===== src/rtl/restoring_divider_pkg.sv =====
// Shared definitions for the restoring divider: FSM state encoding and
// iteration-counter sizing.
package restoring_divider_pkg;

  typedef enum logic [1:0] {
    ST_IDLE = 2'd0,
    ST_CALC = 2'd1,
    ST_DONE = 2'd2
  } state_t;

  // Counter must hold the value WIDTH itself, not just WIDTH-1.
  function automatic int cnt_width(input int w);
    return $clog2(w + 1);
  endfunction

endpackage


===== src/rtl/restoring_divider_cla_sub.sv =====
// Carry-lookahead subtractor: Diff = A + ~B + 1. c_o=1 means no borrow.
module cla_sub #(
  parameter int WIDTH = 5
) (
  input  logic [WIDTH-1:0] A,
  input  logic [WIDTH-1:0] B,
  output logic [WIDTH-1:0] Diff,
  output logic             c_o
);

  logic [WIDTH-1:0] w_b_n;
  logic [WIDTH-1:0] w_g;
  logic [WIDTH-1:0] w_p;
  logic [WIDTH:0]   w_c;
  logic             w_pchain;

  assign w_b_n = ~B;
  assign w_g   = A & w_b_n;
  assign w_p   = A ^ w_b_n;

  // Each carry is the flattened sum of generate terms, with c_in tied to 1.
  always_comb begin
    w_c      = '0;
    w_c[0]   = 1'b1;
    w_pchain = 1'b0;
    for (int i = 0; i < WIDTH; i++) begin
      w_pchain = w_p[i];
      w_c[i+1] = w_g[i];
      for (int j = i - 1; j >= 0; j--) begin
        w_c[i+1] = w_c[i+1] | (w_pchain & w_g[j]);
        w_pchain = w_pchain & w_p[j];
      end
      w_c[i+1] = w_c[i+1] | w_pchain;
    end
  end

  assign Diff = w_p ^ w_c[WIDTH-1:0];
  assign c_o  = w_c[WIDTH];

endmodule


===== src/rtl/restoring_divider.sv =====
// Multi-cycle unsigned restoring divider with start/done handshake.
// One quotient bit per clock through a CLA trial subtractor.
module restoring_divider
  import restoring_divider_pkg::*;
#(
  parameter int WIDTH = 4
) (
  input  logic             clk,
  input  logic             rst,
  input  logic             start,
  input  logic [WIDTH-1:0] dividend,
  input  logic [WIDTH-1:0] divisor,
  output logic             busy,
  output logic             done,
  output logic [WIDTH-1:0] quotient,
  output logic [WIDTH-1:0] remainder,
  output logic             div_by_zero
);

  localparam int CW = cnt_width(WIDTH);

  state_t           r_state;
  logic [WIDTH:0]   r_rem;
  logic [WIDTH-1:0] r_q;
  logic [WIDTH-1:0] r_d;
  logic [CW-1:0]    r_cnt;

  logic [WIDTH:0]   w_r_sh;
  logic [WIDTH:0]   w_diff;
  logic             w_c_o;
  logic [WIDTH:0]   w_r_next;
  logic [WIDTH-1:0] w_q_next;

  // Shift {R,Q} left by one: Q's MSB moves into R's LSB.
  assign w_r_sh = (r_rem << 1) | (WIDTH + 1)'(r_q[WIDTH-1]);

  cla_sub #(
    .WIDTH(WIDTH + 1)
  ) u_sub (
    .A   (w_r_sh),
    .B   ({1'b0, r_d}),
    .Diff(w_diff),
    .c_o (w_c_o)
  );

  assign w_r_next = w_c_o ? w_diff : w_r_sh;
  assign w_q_next = {r_q[WIDTH-2:0], w_c_o};

  always_ff @(posedge clk) begin
    if (rst) begin
      r_state     <= ST_IDLE;
      r_rem       <= '0;
      r_q         <= '0;
      r_d         <= '0;
      r_cnt       <= '0;
      busy        <= 1'b0;
      done        <= 1'b0;
      quotient    <= '0;
      remainder   <= '0;
      div_by_zero <= 1'b0;
    end else begin
      case (r_state)
        ST_IDLE: begin
          done <= 1'b0;
          if (start) begin
            busy <= 1'b1;
            if (divisor != '0) begin
              r_rem       <= '0;
              r_q         <= dividend;
              r_d         <= divisor;
              r_cnt       <= CW'(WIDTH);
              div_by_zero <= 1'b0;
              r_state     <= ST_CALC;
            end else begin
              quotient    <= '1;
              remainder   <= dividend;
              div_by_zero <= 1'b1;
              done        <= 1'b1;
              r_state     <= ST_DONE;
            end
          end
        end
        ST_CALC: begin
          r_rem <= w_r_next;
          r_q   <= w_q_next;
          r_cnt <= r_cnt - CW'(1);
          if (r_cnt == CW'(1)) begin
            quotient  <= w_q_next;
            remainder <= w_r_next[WIDTH-1:0];
            done      <= 1'b1;
            r_state   <= ST_DONE;
          end
        end
        ST_DONE: begin
          done    <= 1'b0;
          busy    <= 1'b0;
          r_state <= ST_IDLE;
        end
        default: begin
          done    <= 1'b0;
          busy    <= 1'b0;
          r_state <= ST_IDLE;
        end
      endcase
    end
  end

endmodule


===== config.mk =====
export PLATFORM = sky130hd
export DESIGN_NAME = restoring_divider
export DESIGN_NICKNAME = d
export VERILOG_FILES = /design/src/rtl/restoring_divider_pkg.sv /design/src/rtl/restoring_divider_cla_sub.sv /design/src/rtl/restoring_divider.sv
export SDC_FILE = /design/constraint.sdc
export NUM_CORES = 1
export LEC_CHECK = 0
export CORE_ASPECT_RATIO = 2
export CORE_MARGIN = 2
export CORE_UTILIZATION = 45
export CTS_BUF_LIST = sky130_fd_sc_hd__clkbuf_16
export CTS_CLUSTER_SIZE = 25
export DETAILED_ROUTE_END_ITERATION = 8
export DONT_BUFFER_PORTS = 1
export SYNTH_ARGS = -nofsm -noshare
export SYNTH_HDL_FRONTEND = slang
export SYNTH_HIERARCHICAL = 1
export SYNTH_SLANG_ARGS = --single-unit

===== constraint.sdc =====
create_clock -name clk -period 3.81 [get_ports clk]
set_input_delay 0.762 -clock clk [delete_from_list [all_inputs] [get_ports clk]]
set_output_delay 0.762 -clock clk [all_outputs]
set_load 0.005 [all_outputs]

## Yosys cells after proc, flatten, opt, wreduce, memory -nomap -nowiden

Index checks and enable logic that the tools add are counted.
W data, S select, Z words.

- $add $sub $neg: 1
- Multiply operators: 0
- Divide/modulo/power cells: 0
- Magnitude comparators: 0
- Equal/unequal tests: 6
- Shifts and indexed selects: 0
- Muxes and demuxes: 28
- Bitwise logic cells: 31
- Reductions and logical operators: 9

Operator list:

| operator | number |
|---|---|
| $mux W4 | 11 |
| $pmux W4 S2 | 4 |
| $and A1 B1 Y1 | 14 |
| $or A1 B1 Y1 | 11 |
| $ne A2 B2 Y1 const B | 4 |
| $mux W2 | 3 |
| $mux W3 | 2 |
| $pmux W3 S2 | 1 |
| $reduce_and A2 Y1 | 3 |
| $reduce_and A3 Y1 | 2 |
| $and A5 B5 Y5 | 1 |
| $not A4 Y5 | 1 |
| $or A5 B1 Y5 | 1 |
| $xor A5 B5 Y5 | 1 |
| $mux W1 | 4 |
| $pmux W1 S2 | 2 |
| $pmux W2 S2 | 1 |
| $reduce_and A4 Y1 | 1 |
| $reduce_bool A4 Y1 | 1 |
| $xor A4 B4 Y4 | 1 |
| $eq A3 B1 Y1 const B | 1 |
| $sub A3 B1 Y3 const B | 1 |
| $eq A2 B1 Y1 const B | 1 |
| $logic_not A2 Y1 | 1 |
| other kinds (2) | 2 |

- Bits in registers: 28
- Bits in latches: 0
- Memory bits (writable): 0
- ROM bits: 0
- Input port bits: 11
- Output and inout port bits: 11
- Memories kept: 0

## Longest topological paths before layout

Gate-level depths: netlist (run 1).

- Depth in word-level cells: 11
- Mapped depth: 8
- Mapped depth without buffers: 8

## Cells and area by module

Netlist (run 1), hierarchy kept.

By module, submodules not included:

| module | instances | cells each | area an instance (um^2) | sequential area each (um^2) |
|---|---|---|---|---|
| restoring_divider | 1 | 153 | 1,381.3 | 560.5 |
| cla_sub | 1 | 28 | 216.5 | 0.0 |

## Least setup slack after synthesis (run 1)

No wires, ideal clock.

- Path type: in2reg
- Start: input divisor[0]
- End: register remainder[0]
- Setup time: 0.126 ns
- Arrival: 1.682 ns
- Slack: 2.002 ns
- Cell stages on the path: 4
- Cell sequence: or4_1 buf_2 o2111ai_1 o31ai_1

- Cells in the longest elaborated chain, start to end: 3

RTL lines:

| what | RTL line | RTL |
|---|---|---|
| start, declared | restoring_divider.sv:12 | `input logic [WIDTH-1:0] divisor,` |
| $reduce_bool A4 Y1 | restoring_divider.sv:67 | `if (divisor != '0) begin` |
| $ne A2 B2 Y1 (no source line) | -- |  |
| $reduce_and A4 Y1 (no source line) | -- |  |
| end signal, assigned | restoring_divider.sv:76 | `remainder <= dividend;` |
| end signal, assigned | restoring_divider.sv:89 | `remainder <= w_r_next[WIDTH-1:0];` |
| end, declared | restoring_divider.sv:16 | `output logic [WIDTH-1:0] remainder,` |

Every way passes these cells.
A chain may end at the register's enable or synchronous reset.

## Worst setup path in the final report (run 1)

Same ends and word-level chain as after synthesis.

==> impl_metrics.csv, run 1 <==
group,metric,value,unit
placement,gp_congestion,0.805,
global_routing,grt_pass1_vias,1208,
power_and_ir_drop,p_leak,0.585,nW
critical_path,cp_slowest_stage_delay,1.00,ns
critical_path,cpLargestDelayFamily,"simple AND/OR/NAND/NOR gates",
layout,area_growth,2.52,%
die,core,0.00338,mm2
layout,multiInputGateArea,897,um2
die,dieHeight,88.0,um
power_and_ir_drop,p_sw_share,27.3,%
placement,dpl.cell_count,200,
layout,nets,193,
logic_synthesis,synth_cells,180,
outcome,status,"finished, final reports clean",
critical_path,path_depth,3,
critical_path,critPathSlowestCell,"nor4_4",
critical_path,start_kind,"primary input",
global_routing,grt_pass1_wl,5760,um
sta,tightest_slew,1.20,ns
critical_path,critPathArrivalTime,2.32,ns
clocking,cts_hold_buf,0,
logic_synthesis,postSynthAreaPerCell,8.83,um2
layout,stdcell_count,204,
global_routing,antenna_found_initial,0,
power_and_ir_drop,intPower,0.000509,W
sta,relSlewSlack,19.2,%
global_routing,track_usage,19.5,%
logic_synthesis,yosysWarningCount,6,
drt,routedWlPerCell,17.5,um
critical_path,critPathMaxFanout,23,
clocking,cts_sinks,28,
clocking,cts-root-buf,"clkbuf_16",
die,start_util,47.0,%
critical_path,r2r_start,"r_q[3]",
drt,num_vias,1286,
clocking,cts_tree,"done",
clocking,clk_latency,0.26,ns
clocking,cts_buffers,3,
drt,drtAntennaViolNets,0,
worst_hold_path,min_to,"r_d[3]",
sta,finClkSkew,0.00482,ns
layout,fillers,330,
critical_path,reg2regPathDepth,8,
worst_hold_path,hold_depth,2,
die,die_x,46.0,um
sta,report.final.slew_viol_count,0,
die,rows,30,
layout,seq_area,561,um2
drt,drtIter0Drc,27,
power_and_ir_drop,combinationalPowerShare,18.9,%
critical_path,rrSetupSlack,1.83,ns
sta,setup_violations,0,
logic_synthesis,syn-cell-area,0.00159,mm2
drt,drt_wl_total,3580,um
clocking,cts_setup_buffers,0,
placement,hpwl,2710,um
critical_path,r2r_end,"remainder[0]",
clocking,htree_levels,1,
critical_path,end_kind,"register",
power_and_ir_drop,powerDensity,430,mW/mm2
worst_hold_path,min_from,"r_d[3]",
sta,setup_tns,0,ns
layout,layout-drive-gt1-share,11.6,%
drt,via_per_inst,6.30,
critical_path,path_cells,"nor4_4, a21oi_2, o31ai_1",
global_routing,grt-ovfl-total,0,
layout,antenna_cells,0,
placement,port_buffers,0,
global_routing,grt_max_degree,24,
drt,firstDrtPassIters,4,
flow_run,max_cap_violations,0,
sta,layout_min_cycle_time,2.14,ns
clocking,post_cts_resized,0,
power_and_ir_drop,clkPwrFrac,34.4,%
power_and_ir_drop,p_seq_share,46.7,%
critical_path,cp.required,3.98,ns
sta,period_share,56.3,%
sta,rsz0062_at_grt,"false",
power_and_ir_drop,p_switching,0.000192,W
die,die_area,0.00405,mm2
logic_synthesis,synth_nets,200,
clocking,clkSlewWorstSetupHoldPaths,0.07,ns
drt,post-route-drc-count,0,
critical_path,path_class,"primary input to register",
critical_path,path_buf_inv,0,
sta,finalHoldViolCount,0,
die,ioPinCount,22,
worst_hold_path,hold_class,"register to register",
sta,fmax,467,MHz
power_and_ir_drop,ir_drop,0.000300,V
clocking,clock_path_buffers,2,
power groups by stage:
| stage | sequential [W] | combinational [W] | clock [W] |
|---|---|---|---|
| 2_1_floorplan | 0.000327 | 0.000119 | 0 |
| 3_3_place_gp | 0.000334 | 0.000129 | 0 |
| 3_5_place_dp | 0.000334 | 0.000133 | 0 |
| 4_1_cts | 0.000328 | 0.000134 | 0.000243 |
| 5_1_grt | 0.000330 | 0.000147 | 0.000255 |
| 6_report | 0.000327 | 0.000132 | 0.000241 |
final cells by class:
cell class,instances,share of cell area (%)
multi-input combinational,126,55.1
sequential,28,34.4
clock buffer,3,4.61
inverter,14,3.23
tap,32,2.46
clock inverter,1,0.230
state kept, by name, summed over array words and instances, names as in the netlist, 2 cells and up:
name / count
quotient: 4
r_q: 4
r_state: 2
r_d: 4
r_cnt: 3
remainder: 4
r_rem: 4
per-stage QoR:
step | area [um2] | total power (W) | util, % | hold WS (ns) | worst slack [ns]
after detailed placement | 1550 | 0.000467 | 45.9 | 0.470 | 1.45
after floorplan | 1590 | 0.000447 | - | 0.453 | 2.00
after CTS | 1630 | 0.000704 | 48.2 | 0.480 | 1.73
final | 1630 | 0.000701 | 48.2 | 0.476 | 1.67
after global routing | 1630 | 0.000733 | 48.2 | 0.498 | 1.61
after global placement | 1550 | 0.000463 | 45.9 | 0.463 | 1.56
tightest hold or removal path: stages, from the launching register on:
cell and delay (ns):
dfxtp_1 0.31, o21ai_1 0.06, a21oi_1 0.06
how the worst max path moves through the flow:
stage | slack [ns] | startpoint | to
after floorplan | 2.00 | divisor[0] | remainder[0]
after global placement | 1.56 | divisor[0] | remainder[1]
after detailed placement | 1.45 | divisor[0] | remainder[0]
after CTS | 1.73 | divisor[0] | remainder[0]
after global routing | 1.61 | divisor[0] | remainder[1]
final | 1.67 | divisor[0] | remainder[0]
routing by layer:
layer  GRT usage (%)  vias up  part of all wire, %
met5               0        -                    0
met4            7.01        0                 0.89
met3            2.27        2                  2.9
met2            36.0       22                   58
met1            21.3      630                   38
li1                -      632                    -
layout by cell type, fill, tap and decap left out, types with 2 or more instances in the layout:
master and count:
nand2_1 13, o31a_1 3, o31ai_1 4, a211oi_2 2, a211oi_1 10, dfxtp_1 28, clkinv_1 2, nand2b_1 5
nor2_1 13, o21ai_2 2, ha_1 9, o21ai_0 13, o2111ai_1 4, xor2_1 2, o21ai_1 2, a21oi_1 12
mux2_2 4, clkbuf_16 3, inv_1 13, nor2b_1 3, o211ai_1 6
(Power assumes the default switching activity.)
==> run 2, diff against run 1 <==
==> constraint.sdc (replaced) <==
create_clock -name clk -period 2.1 [get_ports clk]
set_input_delay 0.42 -clock clk [delete_from_list [all_inputs] [get_ports clk]]
set_output_delay 0.42 -clock clk [all_outputs]
set_load 0.005 [all_outputs]
==> run 2 against run 1 <==
Compared with the run above: combinational power grew 86%; sequential share of layout area down 0.47 points; flip-flop and latch count unchanged; cell area is 1.4% higher; clock skew down 0.0023 ns; clock-buffer cell count is the same; die area did not move; critical endpoint is now remainder[3]; largest power group unchanged.
==> impl_metrics.csv, run 2 (synthesized netlist as in run 1, its figures left out) <==
group,metric,value,unit
outcome,status,"finished, final reports clean",
sta,relSlewSlack,62.4,%
layout,final_cell_mix,"dfxtp_1, inv_1, nor2_1, o21ai_0, nand2_1",
placement,gp_congestion,0.853,
global_routing,grt_pass1_wl,6180,um
die,rows,30,
power_and_ir_drop,powerDensity,772,mW/mm2
layout,final_common_cell,"dfxtp_1",
drt,via_per_inst,6.27,
clocking,clkSlewWorstSetupHoldPaths,0.07,ns
clocking,cts-root-buf,"clkbuf_16",
critical_path,path_class,"register to register",
global_routing,grt-ovfl-total,0,
power_and_ir_drop,p_leak,0.600,nW
die,core,0.00338,mm2
drt,num_vias,1297,
layout,nets,196,
layout,area_growth,3.94,%
placement,hpwl,2770,um
die,die_area,0.00405,mm2
clocking,cts_tree,"done",
global_routing,antenna_found_initial,0,
layout,seq_area,561,um2
sta,period_share,91.4,%
clocking,cts_setup_buffers,0,
sta,finClkSkew,0.00249,ns
layout,stdcell_count,207,
sta,fmax,521,MHz
drt,routedWlPerCell,17.8,um
sta,layout_min_cycle_time,1.92,ns
drt,post-route-drc-count,0,
placement,port_buffers,0,
sta,finalHoldViolCount,0,
drt,drt_wl_total,3680,um
clocking,clock_path_buffers,2,
sta,report.final.slew_viol_count,0,
critical_path,end_kind,"register",
critical_path,cp.required,2.24,ns
die,die_x,46.0,um
global_routing,grt_max_degree,24,
power_and_ir_drop,ir_drop,0.000582,V
layout,antenna_cells,0,
sta,setup_tns,0,ns
layout,multiInputGateArea,897,um2
die,ioPinCount,22,
sta,final.hold.worst_slack,0.217,ns
clocking,cts_hold_buf,0,
sta,setup_violations,0,
die,dieHeight,88.0,um
clocking,htree_levels,1,
sta,rsz0062_at_grt,"false",
global_routing,grt_pass1_vias,1351,
clocking,cts_buffers,3,
layout,layout-drive-gt1-share,13.1,%
global_routing,track_usage,20.5,%
layout,fillers,353,
drt,drtAntennaViolNets,0,
critical_path,start_kind,"register",
flow_run,max_cap_violations,0,
drt,drtIter0Drc,30,
die,start_util,47.0,%
worst_hold_path,hold_class,"primary input to register",
clocking,cts_sinks,28,
sta,tightest_slew,0.565,ns
clocking,post_cts_resized,0,
drt,firstDrtPassIters,4,
critical_path,critPathArrivalTime,2.06,ns
placement,dpl.cell_count,203,
critical_path,critPathMaxFanout,5,
clocking,clk_latency,0.26,ns
-- run 2: cell type report --
cell class | count | share of cell area, %
multi-input cells | 126 | 54.3
flip-flops and latches | 28 | 33.9
clock buffers | 3 | 4.55
inverters | 14 | 3.18
well taps | 32 | 2.42
repair buffers | 3 | 1.36
clock inverters | 1 | 0.227
-- run 2: final timing paths --
| check | endpoint | slack [ns] | cells past startpoint | from |
|---|---|---|---|---|
| worst max-delay path | remainder[3] | 0.18 | 8 | r_q[3] |
| worst min-delay path | done | 0.22 | 1 | rst |
| worst max register to register | remainder[3] | 0.18 | 8 | r_q[3] |
| worst min register to register | r_d[1] | 0.47 | 2 | r_d[1] |
-- run 2: through the flow --
stage | total power [W] | utilization (%) | instance area (um2) | worst slack, ns
after CTS | 0.00128 | 48.9 | 1650 | 0.171
after detailed placement | 0.000854 | 46.6 | 1570 | 0.179
after floorplan | 0.000810 | - | 1590 | 0.357
final | 0.00128 | 48.9 | 1650 | 0.182
after global routing | 0.00134 | 48.9 | 1650 | 0.0101
after global placement | 0.000844 | 46.6 | 1570 | 0.276
-- run 2: layer usage --
layer  vias to the layer above  GRT usage (%)  wire length [um]
met2                        30           38.5              2180
met3                         6           2.89               105
li1                        631              -                 -
met4                         0           6.75                44
met1                       630           21.7              1350
met5                         -              0                 0
-- run 2: critical path, cell delays in order, from the launching register on --
cell     delay [ns]
dfxtp_1        0.38
inv_1          0.06
ha_1           0.32
o21ai_2        0.21
a22oi_2        0.10
a21o_2         0.26
mux2_2         0.29
nor2_1         0.11
o31ai_1        0.07
-- run 2: power breakdown --
group          total [W]  internal [W]  switching [W]  leakage, nW
clock network   0.000434      0.000255       0.000179       0.0385
logic           0.000246      0.000109       0.000137        0.333
registers       0.000594      0.000565      0.0000294        0.229
==> run 3, diff against run 2 <==
--- a/config.mk
+++ b/config.mk
@@ -7,7 +7,7 @@
 export LEC_CHECK = 0
 export CORE_ASPECT_RATIO = 2
 export CORE_MARGIN = 2
-export CORE_UTILIZATION = 45
+export CORE_UTILIZATION = 35
 export CTS_BUF_LIST = sky130_fd_sc_hd__clkbuf_16
 export CTS_CLUSTER_SIZE = 25
 export DETAILED_ROUTE_END_ITERATION = 8
==> run 3 against run 2 <==
Compared with the run above: cell count rose by 11%; first-iteration DRC count decreased by 13%; combinational power grew 2%; die area is 27% higher; fmax up 0.35%; clock skew is 0.0022 ns higher; core utilization fell by 9.4 points; via count shrank 1.9%; flip-flop and latch count unchanged; highest routed layer unchanged.
==> impl_metrics.csv, run 3 (synthesized netlist as in run 1, its figures left out) <==
group,metric,value,unit
outcome,status,"finished, final reports clean",
clocking,clk_latency,0.27,ns
flow_run,max_cap_violations,0,
layout,stdcell_count,230,
power_and_ir_drop,p_switching,0.000361,W
placement,pre_cts_ws,0.202,ns
layout,final_cell_mix,"dfxtp_1, inv_1, nor2_1, o21ai_0, nand2_1",
power_and_ir_drop,ir_drop,0.000594,V
power_and_ir_drop,combinationalPowerShare,17.7,%
worst_hold_path,hold_class,"primary input to register",
power_and_ir_drop,p_leak,0.617,nW
drt,via_per_inst,5.53,
global_routing,grt_pass1_vias,1308,
layout,fin_util,39.5,%
placement,port_buffers,0,
sta,finClkSkew,0.00474,ns
layout,nets,197,
sta,report.final.slew_viol_count,0,
clocking,cts_setup_buffers,0,
placement,gp_congestion,0.766,
critical_path,critPathMaxFanout,5,
critical_path,start_kind,"register",
clocking,post_cts_resized,0,
critical_path,path_class,"register to register",
clocking,cts_sinks,28,
layout,layout-drive-gt1-share,14.2,%
layout,final_common_cell,"dfxtp_1",
clocking,cts_buffers,3,
die,rows,34,
die,ioPinCount,22,
drt,drtAntennaViolNets,0,
power_and_ir_drop,p_sw_share,25.5,%
drt,post-route-drc-count,0,
sta,rsz0062_at_grt,"false",
global_routing,track_usage,15.7,%
power_and_ir_drop,clkPwrFrac,40.3,%
critical_path,critPathSlowestCell,"dfxtp_1",
layout,antenna_cells,0,
clocking,cts_tree,"done",
drt,num_vias,1273,
die,dieHeight,99.3,um
sta,layout_min_cycle_time,1.91,ns
die,core,0.00434,mm2
clocking,htree_levels,1,
die,die_x,51.6,um
sta,worst_slack,0.188,ns
clocking,cts_hold_buf,0,
drt,drtIter0Drc,26,
layout,fillers,476,
drt,routedWlPerCell,16.5,um
sta,period_share,91.0,%
sta,finalHoldViolCount,0,
sta,relSlewSlack,65.1,%
critical_path,cp_slowest_stage_delay,0.36,ns
critical_path,end_kind,"register",
placement,hpwl,2850,um
drt,firstDrtPassIters,4,
global_routing,antenna_found_initial,0,
power_and_ir_drop,p_seq_share,41.9,%
power_and_ir_drop,intPower,0.00106,W
critical_path,critPathArrivalTime,2.06,ns
sta,setup_violations,0,
clocking,cts-root-buf,"clkbuf_16",
power_and_ir_drop,powerDensity,827,mW/mm2
clocking,clkSlewWorstSetupHoldPaths,0.07,ns
drt,drt_wl_total,3790,um
die,start_util,36.6,%
die,die_area,0.00513,mm2
placement,dpl.cell_count,226,
clocking,clock_path_buffers,2,
sta,setup_tns,0,ns
sta,tightest_slew,0.523,ns
critical_path,cp.required,2.25,ns
global_routing,grt_pass1_wl,6160,um
global_routing,grt-ovfl-total,0,
sta,fmax,523,MHz
critical_path,path_cells,"inv_1, ha_1, o21ai_2, a22oi_2, a21o_2, mux2_2, nor2_1, o31ai_1",
layout,area_growth,7.80,%
global_routing,grt_max_degree,24,
-- run 3: cell types whose count changed in the layout (fill, tap and decap cells not counted), sizes merged --
cell,delta
bufinv,+1
buf,+1
clkinv,-1
-- run 3: final timing paths --
check                    from            to  slack [ns]  cells after the start
setup / recovery       r_q[3]  remainder[2]        0.19                      8
setup reg to reg       r_q[3]  remainder[2]        0.19                      8
hold reg to reg   div_by_zero   div_by_zero        0.47                      2
hold / removal            rst          done        0.21                      1
-- run 3: critical path, delay by kind of cell, from the launching register on --
| family | cells | cell delay [ns] |
|---|---|---|
| AOI/OAI and AO/OA | 4 | 0.63 |
| adders and majority gates | 1 | 0.32 |
| buffers and inverters | 1 | 0.06 |
| DFF | 1 | 0.36 |
| muxes | 1 | 0.29 |
| and+or+nand+nor | 1 | 0.13 |
-- run 3: metal layers --
metal | global-route usage, % | part of all wire, % | wire length, um | vias up
met5 | 0 | 0 | 0 | -
met4 | 8.91 | 2.3 | 89 | 0
met3 | 1.80 | 2.4 | 92 | 6
met2 | 29.8 | 59 | 2220 | 20
met1 | 15.5 | 37 | 1390 | 606
li1 | - | - | - | 641
-- run 3: layout make-up --
type	instances	area, um2	area share, %
clock inverter	1	30.0	1.75
timing repair buffer	4	30.0	1.75
multi-input combinational	126	897	52.4
tap	54	67.6	3.94
clock buffer	3	75.1	4.38
sequential	28	561	32.7
inverter	14	52.6	3.07
-- run 3: metrics by stage --
step / hold WS [ns] / power (W) / instance area (um2)
after floorplan: 0.453 / 0.000810 / 1590
after global placement: 0.459 / 0.000856 / 1610
after detailed placement: 0.466 / 0.000858 / 1610
after CTS: 0.207 / 0.00143 / 1710
after global routing: 0.207 / 0.00147 / 1710
final: 0.215 / 0.00142 / 1710
-- run 3: power by group through the flow --
stage	combinational, W	sequential [W]	clock, W
3_3_place_gp	0.000250	0.000606	0
6_report	0.000251	0.000594	0.000572
4_1_cts	0.000253	0.000594	0.000583
2_1_floorplan	0.000217	0.000594	0
5_1_grt	0.000280	0.000599	0.000594
3_5_place_dp	0.000252	0.000607	0
